`src/rtl/lc3b_types.sv`:
```
// Shared LC-3b datapath types: ALU operation encodings and the multicycle ALU state set.
// The original seven ALU op codes keep their values; newer ops are appended after them.
package lc3b_types;

    typedef enum logic [4:0] {
        alu_add  = 5'd0,
        alu_and  = 5'd1,
        alu_not  = 5'd2,
        alu_pass = 5'd3,
        alu_sll  = 5'd4,
        alu_srl  = 5'd5,
        alu_sra  = 5'd6,
        alu_sub  = 5'd7,
        alu_or   = 5'd8,
        alu_xor  = 5'd9,
        alu_nand = 5'd10,
        alu_nor  = 5'd11,
        alu_xnor = 5'd12,
        alu_mult = 5'd13,
        alu_div  = 5'd14,
        alu_rem  = 5'd15
    } lc3b_aluop;

    typedef enum logic [1:0] {
        IDLE = 2'd0,
        MUL  = 2'd1,
        DIV  = 2'd2,
        DONE = 2'd3
    } alu_mc_state_t;

    function automatic logic is_divrem(input lc3b_aluop op);
        return (op == alu_div) || (op == alu_rem);
    endfunction

endpackage

```
`src/rtl/alu_iter_muldiv.sv`:
```
// Iterative unsigned engine: WIDTH-step shift-add multiplier (mode=0) or restoring divider (mode=1).
// result/remainder show the value after the step in progress, so the caller can capture them when done is high.
module alu_iter_muldiv #(
    parameter int WIDTH = 16
) (
    input  logic             clk,
    input  logic             reset,
    input  logic             start,
    input  logic             mode,
    input  logic [WIDTH-1:0] a,
    input  logic [WIDTH-1:0] b,
    output logic             done,
    output logic [WIDTH-1:0] result,
    output logic [WIDTH-1:0] remainder
);

    localparam int CNT_W = $clog2(WIDTH);

    logic             busy;
    logic [CNT_W-1:0] count;
    logic             mode_q;
    // acc: product accumulator / partial remainder; shf: multiplier / dividend-quotient; opd: multiplicand / divisor
    logic [WIDTH-1:0] acc, shf, opd;
    logic [WIDTH-1:0] acc_nx, shf_nx, opd_nx;
    logic [WIDTH:0]   r_shift, diff;

    // NOTE: every signal written here gets a default first, so no path can infer a latch.
    always_comb begin
        acc_nx  = acc;
        shf_nx  = shf;
        opd_nx  = opd;
        r_shift = {acc, shf[WIDTH-1]};
        diff    = r_shift - {1'b0, opd};
        if (!mode_q) begin
            acc_nx = acc + (shf[0] ? opd : '0);
            shf_nx = shf >> 1;
            opd_nx = opd << 1;
        end else if (diff[WIDTH]) begin
            acc_nx = r_shift[WIDTH-1:0];
            shf_nx = {shf[WIDTH-2:0], 1'b0};
        end else begin
            acc_nx = diff[WIDTH-1:0];
            shf_nx = {shf[WIDTH-2:0], 1'b1};
        end
    end

    assign done      = busy && (count == CNT_W'(WIDTH - 1));
    assign result    = mode_q ? shf_nx : acc_nx;
    assign remainder = acc_nx;

    always_ff @(posedge clk) begin
        if (reset) begin
            busy  <= 1'b0;
            count <= '0;
        end else if (start) begin
            busy  <= 1'b1;
            count <= '0;
        end else if (busy) begin
            count <= count + 1'b1;
            if (done) busy <= 1'b0;
        end
    end

    // NOTE: datapath registers carry no reset; busy gates every use, and start reloads them.
    always_ff @(posedge clk) begin
        if (start) begin
            mode_q <= mode;
            acc    <= '0;
            shf    <= mode ? a : b;
            opd    <= mode ? b : a;
        end else if (busy) begin
            acc <= acc_nx;
            shf <= shf_nx;
            opd <= opd_nx;
        end
    end

endmodule

```
`src/rtl/alu_multicycle.sv`:
```
// LC-3b ALU with valid/ready request port: single-cycle ops answer next cycle, mult/div/rem iterate WIDTH steps.
// Holds the control FSM, the single-cycle op mux and the result register; iteration lives in alu_iter_muldiv.
module alu_multicycle
    import lc3b_types::*;
#(
    parameter  int WIDTH   = 16,
    localparam int SHAMT_W = $clog2(WIDTH)
) (
    input  logic             clk,
    input  logic             reset,
    input  logic             req_valid,
    output logic             req_ready,
    input  lc3b_aluop        aluop,
    input  logic [WIDTH-1:0] a,
    input  logic [WIDTH-1:0] b,
    output logic             resp_valid,
    output logic [WIDTH-1:0] resp_data,
    output logic             resp_dbz
);

    alu_mc_state_t    state, state_nx;
    logic             accept, b_zero, op_mul, op_divrem, start;
    logic             rem_sel, iter_done;
    logic [WIDTH-1:0] sc_result, iter_result, iter_rem;
    logic [SHAMT_W-1:0] shamt;

    assign accept    = req_valid & req_ready;
    assign b_zero    = (b == '0);
    assign op_mul    = (aluop == alu_mult);
    assign op_divrem = is_divrem(aluop);
    assign start     = accept & (op_mul | (op_divrem & ~b_zero));
    assign shamt     = b[SHAMT_W-1:0];

    // Divide-by-zero answers come from this mux too: all-ones for div, a for rem.
    always_comb begin
        sc_result = '0;
        case (aluop)
            alu_add:  sc_result = a + b;
            alu_sub:  sc_result = a - b;
            alu_and:  sc_result = a & b;
            alu_or:   sc_result = a | b;
            alu_xor:  sc_result = a ^ b;
            alu_nand: sc_result = ~(a & b);
            alu_nor:  sc_result = ~(a | b);
            alu_xnor: sc_result = ~(a ^ b);
            alu_not:  sc_result = ~a;
            alu_pass: sc_result = a;
            alu_sll:  sc_result = a << shamt;
            alu_srl:  sc_result = a >> shamt;
            alu_sra:  sc_result = $signed(a) >>> shamt;
            alu_div:  sc_result = '1;
            alu_rem:  sc_result = a;
            default:  sc_result = '0;
        endcase
    end

    // NOTE: state and result registers use non-blocking assignments so all flops update together.
    always_ff @(posedge clk) begin
        if (reset) state <= IDLE;
        else       state <= state_nx;
    end

    always_comb begin
        state_nx   = state;
        req_ready  = 1'b0;
        resp_valid = 1'b0;
        case (state)
            IDLE, DONE: begin
                req_ready  = 1'b1;
                resp_valid = (state == DONE);
                if (!accept)                    state_nx = IDLE;
                else if (op_mul)                state_nx = MUL;
                else if (op_divrem && !b_zero)  state_nx = DIV;
                else                            state_nx = DONE;
            end
            MUL, DIV: begin
                if (iter_done) state_nx = DONE;
            end
            default: state_nx = IDLE;
        endcase
    end

    always_ff @(posedge clk) begin
        if (reset) begin
            resp_data <= '0;
            resp_dbz  <= 1'b0;
            rem_sel   <= 1'b0;
        end else begin
            if (accept) rem_sel <= (aluop == alu_rem);
            if (accept && !start) begin
                resp_data <= sc_result;
                resp_dbz  <= op_divrem & b_zero;
            end else if (iter_done) begin
                resp_data <= rem_sel ? iter_rem : iter_result;
                resp_dbz  <= 1'b0;
            end
        end
    end

    alu_iter_muldiv #(.WIDTH(WIDTH)) u_iter (
        .clk       (clk),
        .reset     (reset),
        .start     (start),
        .mode      (op_divrem),
        .a         (a),
        .b         (b),
        .done      (iter_done),
        .result    (iter_result),
        .remainder (iter_rem)
    );

endmodule

```
`config.mk`:
```
export PLATFORM = sky130hd
export DESIGN_NAME = alu_multicycle
export DESIGN_NICKNAME = d
export VERILOG_FILES = /design/src/rtl/lc3b_types.sv /design/src/rtl/alu_iter_muldiv.sv /design/src/rtl/alu_multicycle.sv
export SDC_FILE = /design/constraint.sdc
export NUM_CORES = 1
export LEC_CHECK = 0
export ABC_AREA = 1
export CORE_MARGIN = 3
export CORE_UTILIZATION = 50
export DETAILED_ROUTE_END_ITERATION = 8
export PLACE_DENSITY_LB_ADDON = 0.05
export SYNTH_ARGS = -nofsm -noshare
export SYNTH_HDL_FRONTEND = slang
export SYNTH_HIERARCHICAL = 1
export SYNTH_SLANG_ARGS = --single-unit
```
`constraint.sdc`:
```
create_clock -name clk -period 5.1 [get_ports clk]
set_input_delay 1.02 -clock clk [delete_from_list [all_inputs] [get_ports clk]]
set_output_delay 1.02 -clock clk [all_outputs]
set_load 0.01 [all_outputs]
```
==> results.cfg <==
[status]
outcome = completed

[placed_design]
dp.cells = 2139
placed_area_um2 = 11500
dpl.hpwl_mm = 32.8
gp_congestion = 0.999
port_buffers = 58

[timing]
final-hold-violation-count = 0
finClkSkew_ns = 0.0120
finalCritPeriodShare_pct = 81.5
rsz0062_at_grt = false
post-route-min-period_ns = 4.16
worst_slew_pin_slew_ns = 1.02
setup_viol = 0
max_slew_margin_pct = 31.6
fin_setup_tns_ns = 0
fmax_mhz = 240
holdWs_ns = 0.494
maxSlewViolCount = 0

[worst_setup_path]
crit_path_end = resp_data[6]
crit_family = simple AND/OR/NAND/NOR gates
worstSetupStartpoint = aluop[3]
timing.rr.end = resp_data[10]
worst-setup-path-type = input port to register
reg2reg_depth = 15
crit_cells = 20
timing.rr.start = u_iter/shf[0]
end_kind = register
crit_path_max_incr_delay_ns = 0.59
worstPathCellList = clkdlybuf4s50_1 -> inv_2 -> nand2_1 -> nor2_1 -> nand2_2 -> clkinv_1 -> o21ai_0 -> xor2_1 -> inv_1 -> ha_1 -> nand2_1 -> nor2_1 -> nand2_1 -> nand3_1 -> xor2_1 -> nor2_1 -> nor2_1 -> nand2_1 -> nand2_1 -> a21oi_1
required_ns = 5.32
slowest_stage = clkdlybuf4s50_1
arrival_ns = 4.38
startpoint_type = input port
reg2reg_slack_ns = 1.80
cpMostUsedCell = nand2_1
crit_buf_inv = 4
critPathMaxFanout = 10

[clocking]
cts_max_level = 3
cts-root-buf = clkbuf_16
cts.clk_slew.worst_paths_ns = 0.06
cts_tree = done
clkSinkCount = 74
cts_setup_buffers = 0
post_cts_resize_count = 0
clk-insertion-delay-late_ns = 0.34
holdBufCountCts = 0
cts_buffers = 9
cts_buffer_depth = 2

[global_routing]
grt_antenna_before_repair = 2
grt.overflow.total = 0
track_usage_pct = 34.9
grt_pass1_vias = 11300
grt_pass1_wl_mm = 64.1
grt_start_max_net_pins = 45

[route]
drt-total-wl_mm = 41.9
vias = 12400
dr.pass1.iters = 8
vias_per_cell = 5.74
wl_per_cell_um = 19.4
first_iter_violations = 1217
drc = 0
antenna_left = 0

[yosys]
synthDistinctLibCells = 55
synth_warnings = 6
netlist_top_cells_area = nand2_1 22%, ha_1 9.6%, edfxtp_1 9.3%, inv_1 8.2%, nand3_1 8.0%
syn_area_um2 = 10700
synth_edf_count = 33
synth_top_cell_area_share_pct = 22.2
synthArstFlopShare_pct = 0
syn_nets = 1965
syn_avg_cell_area_um2 = 5.81
ys_seq_area_share_pct = 16.9
synth.largest_area_cell = nand2_1
post_synth_inst_count = 1840
synth.ff_latch_count = 74
synth_flop_cell = dfxtp_1

[power_and_ir_drop]
swShare_pct = 48.1
seq_power_share_pct = 24.8
ir_drop_uv = 136
p_sw_mw = 1.56
internal_power_mw = 1.68
p_comb_share_pct = 55.5
pwr-share-clk_pct = 19.7
finalPower_mw = 3.24
power_density_nw_per_um2 = 273
leakagePower_nw = 6.23

[floorplan]
die_x_um = 152
die_area_um2 = 23200
design.core.area_um2 = 20600
io-pin-count = 59
die_h_um = 152
start_util_pct = 51.8
num_rows = 52

[final_layout]
diodes = 0
layout-drive-gt1-share_pct = 8.12
area_delta_synth_final_pct = 10.8
fin_nets = 2005
final_common_cell = nand2_1
fin_area_um2 = 11800
final_cell_mix = 631 x nand2_1, 233 x inv_1, 170 x nand3_1
final_cells = 2155
fill_cells = 2163

[run]
maxCapViolations = 0

[worst_hold_path]
hold_class = register to register
cell usage after synthesis (3+ instances only):
library cell	n
nand2_1	631
inv_1	233
nand3_1	170
nor2_1	148
o21ai_0	98
a21oi_1	92
ha_1	82
dfxtp_1	41
edfxtp_1	33
nand2_2	30
clkbuf_1	26
xor2_1	23
nand4_1	21
buf_2	19
mux2_2	16
nand3_2	16
o21ai_1	16
o22ai_1	16
nor3_1	15
a22oi_1	14
inv_2	9
nor2_2	9
nand3b_1	8
or2_2	8
nand2_4	6
a21oi_2	5
and2_1	5
a31oi_1	4
nor2_4	4
a21o_1	3
fa_1	3
o21bai_1	3
routing by layer:
metal / routed length [um] / part of all wire (%) / GRT usage, % / vias to the layer above
met1: 16700 / 40 / 43.6 / 5585
met4: 3100 / 7.4 / 21.5 / 2
li1: - / - / - / 6050
met5: 16 / 0.038 / 0 / -
met3: 3160 / 7.6 / 5.03 / 143
met2: 18900 / 45 / 56.7 / 597
worst min-delay path by stage:
stage	cells after the start	end	slack [ns]	from
final	2	resp_dbz	0.49	resp_dbz
after global routing	2	resp_dbz	0.52	resp_dbz
after CTS	2	resp_dbz	0.50	resp_dbz
after detailed placement	2	resp_dbz	0.48	resp_dbz
after global placement	2	resp_dbz	0.48	resp_dbz
after floorplan	1	u_iter/busy	0.47	u_iter/count[3]
metrics by stage:
step,util [%],setup WS (ns)
floorplan,-,1.24
finish,57.4,0.941
CTS,57.4,1.01
global route,57.4,0.733
detailed placement,56.0,0.654
global placement,56.0,0.679
power by group through the flow:
stage	combinational, mW	sequential, mW	clock, mW
after floorplan	1.24	0.770	0
after global placement	1.74	0.810	0
after detailed placement	1.76	0.812	0
after CTS	1.77	0.800	0.646
after global routing	2.00	0.806	0.671
final	1.80	0.801	0.639
registers in the layout, indices dropped and copies added, names as in the netlist:
name,flops
u_iter/opd,16
u_iter/shf,16
state,2
u_iter/mode_q,1
u_iter/busy,1
u_iter/count,4
resp_dbz,1
rem_sel,1
resp_data,16
u_iter/acc,16
worst reg2reg max path: cells and delay by family (launching register included):
kind | cells | cell delay, ns
compound gates | 4 | 0.84
buf+inv | 1 | 0.08
fa+ha+maj | 2 | 0.41
simple gates | 7 | 0.85
mux | 1 | 0.29
flops | 1 | 0.70
final cells by class:
type	instances	area [um^2]	area share, %
clock inverters	7	67.6	0.571
multi-input cells	1468	7710	65.2
well taps	270	338	2.85
inverters	246	930	7.85
repair buffers	81	753	6.36
flip-flops and latches	74	1810	15.3
clock buffers	9	225	1.90
cell families after synthesis:
logic type,share of synthesized area [%]
buffers and inverters,11.0
DFF,16.9
and+or+nand+nor,44.6
AOI/OAI and AO/OA,13.6
adders and majority gates,10.2
xor gates and xnor gates,2.05
muxes,1.69
No activity file was read; power rests on OpenSTA's default activity.
